`src/rtl/riscv_pkg.sv`:
```
// ============================================================================
// Module   : riscv_pkg
// Purpose  : Shared types and constants for the instruction-fetch slice:
//            data/address width, the canonical NOP, the fetch FSM state type
//            and the FIFO entry layout (instruction word + its PC).
// Revision : 1.0 - initial release
// ============================================================================
`default_nettype none

package riscv_pkg;

  localparam int XLEN = 32;

  // addi x0, x0, 0 -- shown to ID whenever no instruction is available
  localparam logic [31:0] NOP_INST = 32'h0000_0013;

  typedef enum logic [1:0] {
    IDLE = 2'd0,
    REQ  = 2'd1,
    WAIT = 2'd2,
    DROP = 2'd3
  } fetch_state_t;

  typedef struct packed {
    logic [31:0]     inst;
    logic [XLEN-1:0] pc;
  } fetch_entry_t;

endpackage

`default_nettype wire

```
`src/rtl/if_fetch_if.sv`:
```
// ============================================================================
// Module   : if_fetch_if
// Purpose  : Bundles the fetch stage's three conversations:
//            - instruction-memory request/response (imem_*)
//            - redirect from EX (redirect, redirect_pc)
//            - instruction hand-off to ID (inst, inst_pc, inst_valid/ready)
// Modports : master - the fetch stage
//            slave  - its environment (memory, EX, ID)
// Revision : 1.0 - initial release
// ============================================================================
`default_nettype none

interface if_fetch_if;
  import riscv_pkg::*;

  logic            imem_req;
  logic [XLEN-1:0] imem_addr;
  logic            imem_gnt;
  logic            imem_rvalid;
  logic [31:0]     imem_rdata;
  logic            redirect;
  logic [XLEN-1:0] redirect_pc;
  logic [31:0]     inst;
  logic [XLEN-1:0] inst_pc;
  logic            inst_valid;
  logic            inst_ready;

  modport master (
    output imem_req, imem_addr, inst, inst_pc, inst_valid,
    input  imem_gnt, imem_rvalid, imem_rdata, redirect, redirect_pc, inst_ready
  );

  modport slave (
    input  imem_req, imem_addr, inst, inst_pc, inst_valid,
    output imem_gnt, imem_rvalid, imem_rdata, redirect, redirect_pc, inst_ready
  );

endinterface

`default_nettype wire

```
`src/rtl/fetch_fifo.sv`:
```
// ============================================================================
// Module   : fetch_fifo
// Purpose  : DEPTH-entry FIFO of fetch_entry_t with synchronous flush.
//            Push and pop in the same cycle are accepted even when full.
// Ports    : clk, rst_n (async, active-low)
//            i_push/i_data, i_pop, i_flush (flush wins over push/pop)
//            o_head (valid when !o_empty), o_empty, o_count
// Revision : 1.0 - initial release
// ============================================================================
`default_nettype none

module fetch_fifo
  import riscv_pkg::*;
#(
  parameter int DEPTH = 2
) (
  input  wire logic                 clk,
  input  wire logic                 rst_n,
  input  wire logic                 i_push,
  input  fetch_entry_t              i_data,
  input  wire logic                 i_pop,
  input  wire logic                 i_flush,
  output fetch_entry_t              o_head,
  output logic                      o_empty,
  output logic [$clog2(DEPTH):0]    o_count
);

  localparam int             AW      = $clog2(DEPTH);
  localparam logic [AW:0]    C_DEPTH = DEPTH[AW:0];

  fetch_entry_t r_mem [DEPTH];
  logic [AW-1:0] r_wr_ptr;
  logic [AW-1:0] r_rd_ptr;
  logic [AW:0]   r_count;
  logic          w_do_push;
  logic          w_do_pop;

  assign w_do_pop  = i_pop && (r_count != '0);
  // A full FIFO still takes a word when the head leaves in the same cycle.
  assign w_do_push = i_push && ((r_count != C_DEPTH) || w_do_pop);

  // Storage needs no reset: the pointers decide what is visible.
  always_ff @(posedge clk) begin
    if (w_do_push && !i_flush) begin
      r_mem[r_wr_ptr] <= i_data;
    end
  end

  always_ff @(posedge clk or negedge rst_n) begin
    if (!rst_n) begin
      r_wr_ptr <= '0;
      r_rd_ptr <= '0;
      r_count  <= '0;
    end else if (i_flush) begin
      r_wr_ptr <= '0;
      r_rd_ptr <= '0;
      r_count  <= '0;
    end else begin
      if (w_do_push) r_wr_ptr <= r_wr_ptr + 1'b1;
      if (w_do_pop)  r_rd_ptr <= r_rd_ptr + 1'b1;
      r_count <= r_count + {{AW{1'b0}}, w_do_push} - {{AW{1'b0}}, w_do_pop};
    end
  end

  assign o_head  = r_mem[r_rd_ptr];
  assign o_empty = (r_count == '0);
  assign o_count = r_count;

endmodule

`default_nettype wire

```
`src/rtl/if_fetch.sv`:
```
// ============================================================================
// Module   : if_fetch
// Purpose  : Instruction-fetch stage. Holds the PC, issues one word request
//            at a time to instruction memory, buffers returned words in a
//            small FIFO and hands them to ID over valid/ready. A redirect
//            flushes the FIFO and discards any response still in flight.
// Ports    : clk, rst_n (async, active-low)
//            bus (if_fetch_if.master): imem_*, redirect*, inst*
//            fetch_cnt[31:0], flush_cnt[15:0] (only with IF_PERF_CNT_EN)
// Config   : IF_PERF_CNT_EN - adds saturating counters of pushed words and
//            redirects; functional behaviour is the same either way.
// Revision : 1.0 - initial release
// ============================================================================
`default_nettype none

module if_fetch
  import riscv_pkg::*;
#(
  parameter logic [XLEN-1:0] RESET_PC = '0,
  parameter int              DEPTH    = 2
) (
  input  wire logic   clk,
  input  wire logic   rst_n,
  if_fetch_if.master  bus
`ifdef IF_PERF_CNT_EN
  ,
  output logic [31:0] fetch_cnt,
  output logic [15:0] flush_cnt
`endif
);

  localparam int              AW           = $clog2(DEPTH);
  localparam logic [XLEN-1:0] C_PC_STEP    = 'd4;
  localparam logic [XLEN-1:0] C_ALIGN_MASK = 'd3;

  fetch_state_t  r_state;
  logic [XLEN-1:0] r_pc;
  logic [XLEN-1:0] r_req_pc;

  fetch_entry_t  w_head;
  fetch_entry_t  w_push_data;
  logic          w_empty;
  logic [AW:0]   w_count;
  logic [AW+1:0] w_inflight;
  logic          w_outstanding;
  logic          w_grant;
  logic          w_push;
  logic          w_pop;
  logic          w_busy_after;

  // Credit rule: a request is only issued if its response is sure of a slot.
  // The DROP state doubles as the drop flag for a response to be discarded.
  assign w_outstanding = (r_state == WAIT) || (r_state == DROP);
  assign w_inflight    = {1'b0, w_count} + (AW+2)'(w_outstanding);
  assign bus.imem_req  = (r_state == REQ) && (w_inflight < (AW+2)'(DEPTH));
  assign bus.imem_addr = r_pc;

  assign w_grant = bus.imem_req && bus.imem_gnt;
  // Responses outside WAIT (DROP, or late ones after a reset) never enter.
  assign w_push  = (r_state == WAIT) && bus.imem_rvalid && !bus.redirect;
  assign w_pop   = bus.inst_valid && bus.inst_ready;

  assign w_push_data.inst = bus.imem_rdata;
  assign w_push_data.pc   = r_req_pc;

  // Will a response still be owed after this edge? Decides DROP vs REQ on
  // a redirect, covering a grant that coincides with the redirect.
  assign w_busy_after = (w_outstanding && !bus.imem_rvalid) || w_grant;

  always_ff @(posedge clk or negedge rst_n) begin
    if (!rst_n) begin
      r_state  <= IDLE;
      r_pc     <= RESET_PC;
      r_req_pc <= RESET_PC;
    end else if (bus.redirect) begin
      r_pc    <= bus.redirect_pc & ~C_ALIGN_MASK;
      r_state <= w_busy_after ? DROP : REQ;
    end else begin
      case (r_state)
        IDLE: r_state <= REQ;
        REQ: begin
          if (w_grant) begin
            r_state  <= WAIT;
            r_req_pc <= r_pc;
            r_pc     <= r_pc + C_PC_STEP;
          end
        end
        WAIT: if (bus.imem_rvalid) r_state <= REQ;
        DROP: if (bus.imem_rvalid) r_state <= REQ;
        default: r_state <= IDLE;
      endcase
    end
  end

  fetch_fifo #(
    .DEPTH (DEPTH)
  ) u_fifo (
    .clk     (clk),
    .rst_n   (rst_n),
    .i_push  (w_push),
    .i_data  (w_push_data),
    .i_pop   (w_pop),
    .i_flush (bus.redirect),
    .o_head  (w_head),
    .o_empty (w_empty),
    .o_count (w_count)
  );

  assign bus.inst_valid = !w_empty;
  assign bus.inst       = w_empty ? NOP_INST : w_head.inst;
  assign bus.inst_pc    = w_empty ? '0 : w_head.pc;

`ifdef IF_PERF_CNT_EN
  logic [31:0] r_fetch_cnt;
  logic [15:0] r_flush_cnt;

  always_ff @(posedge clk or negedge rst_n) begin
    if (!rst_n) begin
      r_fetch_cnt <= '0;
      r_flush_cnt <= '0;
    end else begin
      if (w_push && (r_fetch_cnt != '1))       r_fetch_cnt <= r_fetch_cnt + 1'b1;
      if (bus.redirect && (r_flush_cnt != '1)) r_flush_cnt <= r_flush_cnt + 1'b1;
    end
  end

  assign fetch_cnt = r_fetch_cnt;
  assign flush_cnt = r_flush_cnt;
`endif

endmodule

`default_nettype wire

```
`src/flat_wrapper.sv`:
```
// flat-port wrapper written by rule: the top's interface ports become plain ports
module if_fetch_flat import riscv_pkg::*;
#(
  parameter logic [XLEN-1:0] RESET_PC = '0,
  parameter int              DEPTH    = 2
)
  (clk, rst_n, bus_imem_req, bus_imem_addr, bus_inst, bus_inst_pc, bus_inst_valid, bus_imem_gnt, bus_imem_rvalid, bus_imem_rdata, bus_redirect, bus_redirect_pc, bus_inst_ready);
  if_fetch_if bus_i ();
  input  wire logic clk;
  input  wire logic rst_n;
  output wire logic [$bits(bus_i.imem_req)-1:0] bus_imem_req;
  output wire logic [$bits(bus_i.imem_addr)-1:0] bus_imem_addr;
  output wire logic [$bits(bus_i.inst)-1:0] bus_inst;
  output wire logic [$bits(bus_i.inst_pc)-1:0] bus_inst_pc;
  output wire logic [$bits(bus_i.inst_valid)-1:0] bus_inst_valid;
  input wire logic [$bits(bus_i.imem_gnt)-1:0] bus_imem_gnt;
  input wire logic [$bits(bus_i.imem_rvalid)-1:0] bus_imem_rvalid;
  input wire logic [$bits(bus_i.imem_rdata)-1:0] bus_imem_rdata;
  input wire logic [$bits(bus_i.redirect)-1:0] bus_redirect;
  input wire logic [$bits(bus_i.redirect_pc)-1:0] bus_redirect_pc;
  input wire logic [$bits(bus_i.inst_ready)-1:0] bus_inst_ready;
  assign bus_imem_req = bus_i.imem_req;
  assign bus_imem_addr = bus_i.imem_addr;
  assign bus_inst = bus_i.inst;
  assign bus_inst_pc = bus_i.inst_pc;
  assign bus_inst_valid = bus_i.inst_valid;
  assign bus_i.imem_gnt = bus_imem_gnt;
  assign bus_i.imem_rvalid = bus_imem_rvalid;
  assign bus_i.imem_rdata = bus_imem_rdata;
  assign bus_i.redirect = bus_redirect;
  assign bus_i.redirect_pc = bus_redirect_pc;
  assign bus_i.inst_ready = bus_inst_ready;
  if_fetch #(.RESET_PC(RESET_PC), .DEPTH(DEPTH)) u_core (.clk(clk), .rst_n(rst_n), .bus(bus_i));
endmodule
```
`config.mk`:
```
export PLATFORM = sky130hd
export DESIGN_NAME = if_fetch_flat
export DESIGN_NICKNAME = d
export VERILOG_FILES = /design/src/rtl/riscv_pkg.sv /design/src/rtl/if_fetch_if.sv /design/src/rtl/fetch_fifo.sv /design/src/rtl/if_fetch.sv /design/src/flat_wrapper.sv
export SDC_FILE = /design/constraint.sdc
export NUM_CORES = 1
export LEC_CHECK = 0
export ABC_CLOCK_PERIOD_IN_PS = 4950
export BUFFER_PORTS_ARGS = -buffer_cell sky130_fd_sc_hd__buf_2
export CORE_ASPECT_RATIO = 1.2
export CORE_MARGIN = 3
export CORE_UTILIZATION = 25
export DETAILED_ROUTE_END_ITERATION = 16
export GPL_ROUTABILITY_DRIVEN = 0
export PLACE_DENSITY = 0.5
export SLEW_MARGIN = 40
export SYNTH_ARGS = -nofsm -noshare
export SYNTH_HDL_FRONTEND = slang
export SYNTH_SLANG_ARGS = --single-unit
```
`constraint.sdc`:
```
create_clock -name clk -period 4.95 [get_ports clk]
set_input_delay 0.2475 -clock clk [delete_from_list [all_inputs] [get_ports clk]]
set_output_delay 0.2475 -clock clk [all_outputs]
set_load 0.05 [all_outputs]
```
Yosys cells after proc, flatten, opt, wreduce, memory -nomap -nowiden
Memories as Yosys holds them, arrays and structs flattened.
Index checks and enable logic that the tools add are counted.
{"block": "word_totals", "latch_bits": 0, "rom_bits": 0, "ramBits": 128, "wordCells": 64, "input_bits": 70, "regBits": 70, "output_inout_bits": 98, "mem_count": 1}
{"block": "op_classes", "n_reduce_logical": 26, "eq_ne": 6, "add_sub_neg": 6, "div_mod_pow": 0, "n_shift": 0, "muxes": 17, "magnitude_cmp": 1, "bitwise_logic": 1, "mul": 0}
{"memory": "u_core.u_fifo.r_mem", "words": 2, "word_bits": 64, "rd": 1, "rd_ports_with_merged_regs": 0, "write_ports": 1, "line": "fetch_fifo.sv:31", "rtl": "fetch_entry_t r_mem [DEPTH];"}
{"op": "32-bit two-way mux", "n": 5}
{"op": "32-bit by 3-bit adder with 32-bit output (second input constant)", "n": 1}
{"op": "2-bit two-way mux", "n": 5}
{"op": "2-bit nonzero test", "n": 5}
{"op": "1-bit logical AND", "n": 9}
{"op": "1-bit two-way mux", "n": 6}
{"op": "2-bit case mux with 3 select lines", "n": 1}
{"op": "2-bit == test (second input constant)", "n": 2}
{"op": "2-bit logical NOT", "n": 2}
{"op": "2-bit AND reduction", "n": 2}
{"op": "2-bit by 1-bit adder with 3-bit output", "n": 1}
{"op": "1-bit logical NOT", "n": 3}
{"op": "1-bit logical OR", "n": 3}
{"op": "3-bit by 2-bit < comparator with 1-bit output (second input constant)", "n": 1}
{"op": "3-bit by 1-bit inequality test with 1-bit output (second input constant)", "n": 1}
{"op": "3-bit by 2-bit inequality test with 1-bit output (second input constant)", "n": 1}
{"op": "3-bit AND reduction", "n": 1}
{"op": "1-bit adder (second input constant)", "n": 2}
{"op": "2-bit by 1-bit adder with 2-bit output", "n": 1}
{"op": "2-bit by 1-bit == test with 1-bit output (second input constant)", "n": 1}
{"op": "2-bit inequality test (second input constant)", "n": 1}
{"op": "2-bit OR reduction", "n": 1}
{"op": "2-bit by 1-bit subtractor with 2-bit output", "n": 1}
{"op": "1-bit NOT", "n": 1}

Depth between registers and ports, before layout
Gate-level depths: netlist (run 1).
{"block": "depth", "word_depth": 9, "depth_mapped": 8, "depth_no_buf": 8}

Modules after synthesis
A second synthesis (run 1) with hierarchy kept.
{"block": "unflattened", "cells_unflattened": 591, "hier_area_um2": 8358.0}
{"mod": "fetch_fifo", "area_each_um2": 4855.9, "cells_per_inst": 221, "instances": 1, "seq_area_each_um2": 3943.8}
{"mod": "if_fetch", "area_each_um2": 3502.1, "cells_per_inst": 370, "instances": 1, "seq_area_each_um2": 1551.5}

Least setup slack after synthesis (run 1)
No wires, ideal clock.
{"block": "synth_path", "path_kind": "register to register", "from": "register u_core.u_fifo.r_count[1] (netlist: u_core.u_fifo.o_count[1])", "to": "memory u_core.u_fifo.r_mem[0][10] (netlist name), enable pin", "n_path_buf": 0, "arrival_time_ps": 3498, "required_ps": 4467, "setup_time_ps": 483, "path_slack_ps": 969, "period_less_slack_ps": 3981, "path_stages_with_launch": 5, "path_cell_list": "dfrtp_1 or3b_2 and4_1 inv_1 nor2_1"}
{"block": "synth_between", "elab_chain_len": 9, "word_cells_on_any_way": 11, "cone_classes": "1 x eq/ne; 2 x mux; 8 x reduce/logical"}
{"element": "start, declared", "line": "fetch_fifo.sv:34", "rtl": "logic [AW:0] r_count;"}
{"element": "start signal, assigned", "line": "fetch_fifo.sv:61", "rtl": "r_count <= r_count + {{AW{1'b0}}, w_do_push} - {{AW{1'b0}}, w_do_pop};"}
{"element": "2-bit logical NOT", "line": "fetch_fifo.sv:66", "rtl": "assign o_empty = (r_count == '0);"}
{"element": "1-bit logical NOT", "line": "if_fetch.sv:109", "rtl": "assign bus.inst_valid = !w_empty;"}
{"element": "1-bit logical AND", "line": "if_fetch.sv:61", "rtl": "assign w_pop = bus.inst_valid && bus.inst_ready;"}
{"element": "1-bit logical AND", "line": "fetch_fifo.sv:38", "rtl": "assign w_do_pop = i_pop && (r_count != '0);"}
{"element": "1-bit logical OR (*)", "line": "fetch_fifo.sv:40", "rtl": "assign w_do_push = i_push && ((r_count != C_DEPTH) || w_do_pop);"}
{"element": "1-bit logical AND (*)", "line": "fetch_fifo.sv:40"}
{"element": "1-bit logical AND (*)", "line": "fetch_fifo.sv:44", "rtl": "if (w_do_push && !i_flush) begin"}
{"element": "1-bit two-way mux (*)", "line": "fetch_fifo.sv:44"}
{"element": "1-bit two-way mux (implied by the code) (*)", "line": "fetch_fifo.sv:45", "rtl": "r_mem[r_wr_ptr] <= i_data;"}
{"element": "end, declared", "line": "fetch_fifo.sv:31"}
Mark *: on every way between the ends. The rest lies on a longest branch, timed or not.

Worst setup path in the final report (run 1)
{"block": "layout_path", "from": "register u_core.u_fifo.r_rd_ptr", "to": "output bus_inst_pc[22]"}
{"block": "layout_between", "elab_chain_len": 2}
{"element": "start, declared", "line": "fetch_fifo.sv:33", "rtl": "logic [AW-1:0] r_rd_ptr;"}
{"element": "start signal, assigned", "line": "fetch_fifo.sv:60", "rtl": "if (w_do_pop) r_rd_ptr <= r_rd_ptr + 1'b1;"}
{"element": "memory 2 x 64 bit"}
{"element": "32-bit two-way mux", "line": "if_fetch.sv:111", "rtl": "assign bus.inst_pc = w_empty ? '0 : w_head.pc;"}
{"element": "end, declared", "line": "flat_wrapper.sv:14", "rtl": "output wire logic [$bits(bus_i.inst_pc)-1:0] bus_inst_pc;"}
No other way between the ends.

==> results of run 1 <==
power by group through the flow:
| stage | combinational, mW | clock (mW) | sequential [mW] |
|---|---|---|---|
| after floorplan | 0.946 | 0 | 2.16 |
| after global placement | 1.32 | 0 | 2.16 |
| after detailed placement | 1.33 | 0 | 2.18 |
| after CTS | 1.36 | 1.35 | 2.14 |
| after global routing | 1.42 | 1.41 | 2.17 |
| final | 1.33 | 1.30 | 2.14 |
per-layer routing:
| layer | global-route usage | up-vias |
|---|---|---|
| met5 | 0 | - |
| met4 | 0.0351 | 0 |
| met3 | 0.0272 | 18 |
| met2 | 0.194 | 130 |
| met1 | 0.150 | 2553 |
| li1 | - | 2503 |
what timing repair did:
action / CTS / global route
hold buffers: 32 / 0
endpoints found under the hold margin: 125 / 0
setup endpoints to repair: 0 / 0
buffers inserted: 0 / 0
sequential cells by signal, summed over array words and instances, names as in the netlist:
name                    count
u_core.u_fifo.r_rd_ptr      1
u_core.r_req_pc            30
u_core.u_fifo.r_wr_ptr      1
u_core.u_fifo.o_count       2
u_core.u_fifo.r_mem       124
u_core.r_state              2
u_core.bus.imem_addr       30
cell type report:
cell class | instances | area [um^2] | area share
Clock buffer | 19 | 433 | 0.0431
Clock inverter | 13 | 111 | 0.0111
Inverter | 10 | 37.5 | 0.00374
Multi-Input combinational cell | 344 | 2380 | 0.237
Sequential cell | 190 | 5380 | 0.536
Tap cell | 396 | 495 | 0.0493
Timing Repair Buffer | 202 | 1210 | 0.120
through the flow:
step | util | worst slack [ns] | std cells | cell area, um^2 | hold WS [ns]
floorplan | - | 0.969 | 579 | 7920 | -0.0481
global placement | 0.297 | 2.37 | 1109 | 9160 | 0.437
detailed placement | 0.298 | 2.34 | 1110 | 9180 | 0.404
CTS | 0.326 | 2.10 | 1174 | 10000 | 0.0000389
global route | 0.326 | 2.03 | 1174 | 10000 | 0.00255
finish | 0.326 | 2.20 | 1174 | 10000 | 0.0262
critical path, delay by kind of cell (launching register included):
family,cells,cell delay (ns)
and+or+nand+nor,1,0.16
muxes,1,0.14
buffers and inverters,2,0.82
DFF,1,0.92
logic make-up (layout without fill, tap and decap cells):
kind of cell             Yosys count  after routing  share of synthesized area
multiplexers                      93             93                      0.122
AND/OR/NAND/NOR                  181            181                      0.116
buffers and inverters             45            244                     0.0236
XOR/XNOR                          12             12                     0.0133
adder cells (fa/ha/maj)            3              3                    0.00475
flip-flops                       190            190                      0.680
other                              1              4                   0.000474
AO/OA/AOI/OAI                     51             51                     0.0400
cells in the mapped netlist (all sizes together) (8+ instances only):
master,n
clkbuf,20
buf,15
nand2,23
o31ai,11
nand3,14
mux2i,63
nor2,83
mux2,30
inv,10
o21ai,18
xnor2,8
nand4,11
or4,18
a31oi,17
dfrtp,66
edfxtp,124
placed cells by master, fill, tap and decap left out, types with 3 or more instances in the layout:
cell and count:
a31oi_1 17, and2_1 3, and3_1 6, and4_1 4, buf_2 161, buf_4 7, clkbuf_16 17, clkinv_2 3
conb_1 4, dfrtp_1 65, dlygate4sd3_1 32, edfxtp_1 124, ha_1 3, inv_1 10, inv_6 4, mux2_2 30
mux2i_1 63, nand2_1 23, nand3_1 14, nand4_1 11, nor2_1 80, nor2b_1 3, o21ai_0 18, o31ai_1 11
or3_1 6, or4_1 18, xnor2_1 8, xor2_1 4
worst max path at each step:
stage	slack [ns]	from	cells past startpoint	end
6_report	2.20	u_core.u_fifo.r_rd_ptr	4	bus_inst_pc[22]
3_5_place_dp	2.34	u_core.u_fifo.o_count[1]	4	u_core.bus.imem_addr[28]
4_1_cts	2.10	u_core.u_fifo.r_rd_ptr	4	bus_inst_pc[22]
5_1_grt	2.03	u_core.u_fifo.r_rd_ptr	4	bus_inst_pc[22]
2_1_floorplan	0.97	u_core.u_fifo.o_count[1]	4	u_core.u_fifo.r_mem[0][10]
3_3_place_gp	2.37	u_core.u_fifo.o_count[1]	4	u_core.bus.imem_addr[24]
==> results by group, run 1 <==
Run status
  – Status: complete, no violations

Logic synthesis
  – Avg Cell Area, Syn: 13.7 um^2
  – Post-synthesis cell type count: 38
  – Top post-synthesis cells by area: edfxtp_1 (47%), dfrtp_1 (21%), mux2i_1 (8.0%)
  – Top FF cell, synth: edfxtp_1
  – Share of the synthesized area in the top cell type: 0.471
  – FF+latch count, synth: 190
  – Total number of yosys warnings: 0
  – Cell taking the most area after synthesis: edfxtp_1
  – Seq/Total Area, Yosys: 0.680
  – Number of enable flip-flop cells after synthesis: 124
  – Syn Inst Count: 576
  – Ys async rst share: 0.347
  – Mapped cell area: 7910 um^2

Timing
  – Final Cycle Share: 0.555
  – F_max: 0.364 GHz
  – Crit path time final: 2.75 ns
  – Max-slew violation count: 0
  – Final Skew: 0.0146 ns
  – Slew margin rel.: 0.494
  – RSZ-0062 raised after global routing: no
  – Least-Margin Pin Slew: 0.759 ns
  – Final setup TNS: 0 ns
  – Finish-stage setup viols: 0
  – Final Hold Viols: 0

Placement
  – Post-DP HPWL: 13.1 mm
  – Number of port buffers: 161

GRT
  – Vias in the first global route: 5295
  – Initial antenna violation count: 0
  – Largest net degree at the start of global routing: 67
  – Grt total ovfl: 0
  – Total GRT Usage: 0.116
  – Global-route wire length before repair: 30.3 mm

Power and ir drop
  – IR drop worst, VDD: 0.238 mV
  – Clock Power Share: 0.273
  – Design Power: 4.76 mW
  – Switch Pwr: 1.73 mW
  – Comb power frac: 0.279
  – Int Power: 3.04 mW
  – Flop pwr share: 0.448
  – Switching Share: 0.362
  – Leakage power: 3.77 nW
  – Power Dens Cells: 474 nW/um^2

Final layout
  – Ant. Diodes: 0
  – Synthesis-to-finish area growth: 27.0%
  – Fill cells: 3142
  – Layout net count: 838
  – Layout cell share with drive strength beyond 1: 0.303

Setup path
  – Worst R2R Start: u_core.u_fifo.o_count[1]
  – CP required: 4.70 ns
  – Critical Path Max Stage Delay: 0.92 ns
  – Startpoint types: register
  – Setup crit end kind: output port
  – Kind of critical path: reg -> out
  – Data arrival, critical path: 2.50 ns
  – Reg2Reg Depth: 4
  – Worst R2R End: u_core.bus.imem_addr[24]
  – Worst path cell trace: buf_4, mux2i_1, nor2_1, buf_2
  – Max FO, Critical Path: 40
  – Critical-path top delay cell: dfrtp_4
  – R2R setup slack: 2.36 ns

Routing
  – M1 WL: 8.75 mm
  – Final ANT Viol Nets: 0
  – Post-DR wirelength/cell: 16.5 um
  – Metal2 WL: 9.47 mm
  – Iteration-0 DRC Markers: 286
  – DR pass1 iterations: 4
  – Routed met3 length: 864 um
  – Post-route DRC: 0
  – Vias/cell: 4.43
  – Routed WL: 19.4 mm
  – Top Metal Used: met4
  – Vias: 5204

Die
  – Die Span Y: 201 um
  – Die ar.: 33800 um^2
  – Site row count: 70
  – Die width: 168 um
  – # IOs: 168
  – Effective utilization at floorplan: 0.257
  – Core region area: 30800 um^2

Clock network
  – CTS root buf: clkbuf_16
  – CTS Buf Count: 17
  – Post-CTS sizing: 0
  – Worst-Skew Late Latency: 0.43 ns
  – Clock Sinks: 190
  – Max Buffers Root-to-Sink: 2
  – CTS tree: yes
  – Htree depth: 4
  – Clock-pin transition on the worst setup and hold timing paths: 0.06 ns

Hold path
  – Worst Hold Path EP: u_core.u_fifo.r_mem[0][50]
  – HP Class: in -> reg
  – HP Start: bus_imem_rdata[18]
  – Hold Crit Depth: 1

Job
  – Max Cap Violations: 0
Note: power is estimated with default switching activity, not from simulation.
==> inputs of run 2 (changes only) <==
- ABC_CLOCK_PERIOD_IN_PS: 4950 -> 2800
- clock period: 4.95 -> 2.8 ns (I/O delays scaled with it)
==> run 2 against run 1 <==
Effect of this change: clock power increased by 84%; sequential share of layout area decreased by 2.3 points; via count increased by 3.0%; global-route usage increased by 0.19 points; register-to-register slack got worse by 1.9 ns; design area increased by 4.6%; clock skew decreased by 0.0061 ns; setup slack got worse by 1.8 ns; highest routed layer unchanged; critical path type is now reg -> reg; hold slack improved by 0.11 ns; final cell count increased by 3.4%; clock-buffer cell count increased by 4.
==> results by group, run 2 (synthesized netlist as in run 1, its figures left out) <==
Setup path
  – Cell depth of the worst setup path: 4 (unchanged)
  – CP Buf/Inv Count: 0 (-2)
  – Critical Path Max Stage Delay: 0.78 ns (-0.14 ns)
  – Startpoint types: register
  – Cell repeated most along the worst path: or4_1
  – Max FO, Critical Path: 14 (-65%)
  – Reg2Reg Depth: 4 (unchanged)
  – Kind of critical path: reg -> reg
  – Delay-heaviest family, CP: simple AND/OR/NAND/NOR gates
  – CP required: 3.16 ns (-1.54 ns)
  – Critical-path top delay cell: or4_1
  – Data arrival, critical path: 2.72 ns (+0.22 ns)
  – Setup crit end kind: register
  – Worst path cell trace: nand4bb_4, or4_1, or4_1, a31oi_1

Routing
  – Vias/cell: 4.41 (-0.41%)
  – Vias: 5359 (+3.0%)
  – Final ANT Viol Nets: 0 (unchanged)
  – Post-route DRC: 0 (unchanged)
  – Post-DR wirelength/cell: 16.4 um (-0.33%)
  – Routed WL: 20.0 mm (+3.1%)
  – DR pass1 iterations: 4 (unchanged)
  – Iteration-0 DRC Markers: 205 (-28%)

Timing
  – Final WS setup: 0.439 ns (-1.76 ns)
  – Final hold slack: 0.138 ns (+0.112 ns)
  – Max-slew violation count: 0 (unchanged)
  – Final Cycle Share: 0.843
  – Least-Margin Pin Slew: 0.736 ns (-0.0229 ns)
  – Final Hold Viols: 0 (unchanged)
  – RSZ-0062 raised after global routing: no
  – Finish-stage setup viols: 0 (unchanged)
  – F_max: 0.424 GHz
  – Final Skew: 0.00850 ns (-0.00612 ns)
  – Slew margin rel.: 0.509 (+0.0153)
  – Crit path time final: 2.36 ns
  – Final setup TNS: 0 ns (unchanged)

Run status
  – Status: complete, no violations

Final layout
  – Layout cell share with drive strength beyond 1: 0.300 (-0.00383)
  – Multi-input logic area: 2380 um^2 (unchanged)
  – Layout net count: 879 (+4.9%)
  – Ant. Diodes: 0 (unchanged)
  – Largest register FFs: 124 (unchanged)
  – Final core utilization: 0.341 (+0.0149)
  – Synthesis-to-finish area growth: 32.8%
  – Most frequent cells in the layout: buf_2 (161), edfxtp_1 (124), nor2_1 (80)
  – Final Cell Area: 10500 um^2 (+4.6%)
  – Biggest register: u_core.u_fifo.r_mem
  – Final std cells w/o fill: 1214 (+3.4%)
  – Register area: 5380 um^2 (unchanged)
  – Fill cells: 3100 (-1.3%)
  – Commonest non-fill, non-tap cell in the layout: buf_2

Placement
  – Number of port buffers: 161 (unchanged)
  – Area after DPL: 9280 um^2 (+1.1%)
  – Post-DP HPWL: 13.8 mm (+5.6%)
  – Placed cell count: 1119 (+0.81%)
  – Place WS: 0.449 ns (-1.89 ns)

Die
  – Die width: 168 um (unchanged)
  – # IOs: 168 (unchanged)
  – Die Span Y: 201 um (unchanged)
  – Core region area: 30800 um^2 (unchanged)
  – Die ar.: 33800 um^2 (unchanged)
  – Effective utilization at floorplan: 0.257 (unchanged)
  – Site row count: 70 (unchanged)

Clock network
  – Post-CTS sizing: 0 (unchanged)
  – Clock-pin transition on the worst setup and hold timing paths: 0.07 ns (about the same)
  – Max Buffers Root-to-Sink: 2 (unchanged)
  – Clock Sinks: 190 (unchanged)
  – CTS Buf Count: 17 (unchanged)
  – Worst-Skew Late Latency: 0.43 ns (about the same)
  – CTS tree: yes
  – CTS root buf: clkbuf_16
  – Htree depth: 4 (unchanged)

Power and ir drop
  – Design Power: 8.57 mW (+80%)
  – IR drop worst, VDD: 0.310 mV (+30%)
  – Power Dens Cells: 816 nW/um^2 (+72%)
  – Leakage power: 3.98 nW (+5.6%)

GRT
  – Total GRT Usage: 0.118 (+0.00188)
  – Global-route wire length before repair: 30.9 mm (+2.1%)
  – Initial antenna violation count: 0 (unchanged)
  – Largest net degree at the start of global routing: 60 (-10%)
  – Vias in the first global route: 5417 (+2.3%)
  – Grt total ovfl: 0 (unchanged)

Hold path
  – Hold Crit Depth: 4 (+3)
  – HP Class: in -> reg

Job
  – Max Cap Violations: 0 (unchanged)
run 2: cell count changes in the layout (fill, tap and decap cells not counted), moves of 2 or more:
cell,delta
dlygate4sd3_1,+32
inv_4,+2
clkinvlp_4,-2
buf_4,+6
clkinv_1,-2
buf_12,+2
clkbuf_16,+2
buf_8,+2
inv_6,-2
run 2: what timing repair did:
action                     in CTS  in global routing
setup endpoints to repair       0                  0
hold buffers                   64                  0
hold endpoints to repair      118                  0
setup buffers                   0                  0
run 2: final timing paths:
kind	to	startpoint	slack (ns)
max	u_core.bus.imem_addr[23]	u_core.u_fifo.o_count[1]	0.44
min	u_core.u_fifo.r_rd_ptr	bus_inst_ready	0.14
max reg2reg	u_core.bus.imem_addr[23]	u_core.u_fifo.o_count[1]	0.44
min reg2reg	u_core.u_fifo.r_mem[1][18]	u_core.r_req_pc[18]	0.46
max in group asynchronous	u_core.bus.imem_addr[23]	rst_n	1.80
min in group asynchronous	u_core.r_req_pc[26]	rst_n	0.30
run 2: worst reg2reg max path, stage by stage, from the launching register on:
cell,delay [ns]
dfrtp_1,0.47
nand4bb_4,0.29
or4_1,0.78
or4_1,0.58
a31oi_1,0.17
run 2: power by group:
group,switching [mW],internal [mW],leakage (nW)
clock network,1.03,1.36,0.289
registers,0.332,3.43,1.88
logic,1.66,0.764,1.81
run 2: area by class of cell:
type,count,share of cell area
Clock buffer,23,0.0476
Timing Repair Buffer,243,0.156
Multi-Input combinational cell,344,0.226
Tap cell,396,0.0472
Sequential cell,190,0.512
Inverter,10,0.00357
Clock inverter,8,0.00750
run 2: metal layers:
metal | global-route usage | wire [um]
met5 | 0 | 0
met4 | 0.0406 | 362
met3 | 0.0242 | 761
met2 | 0.203 | 10100
met1 | 0.148 | 8730
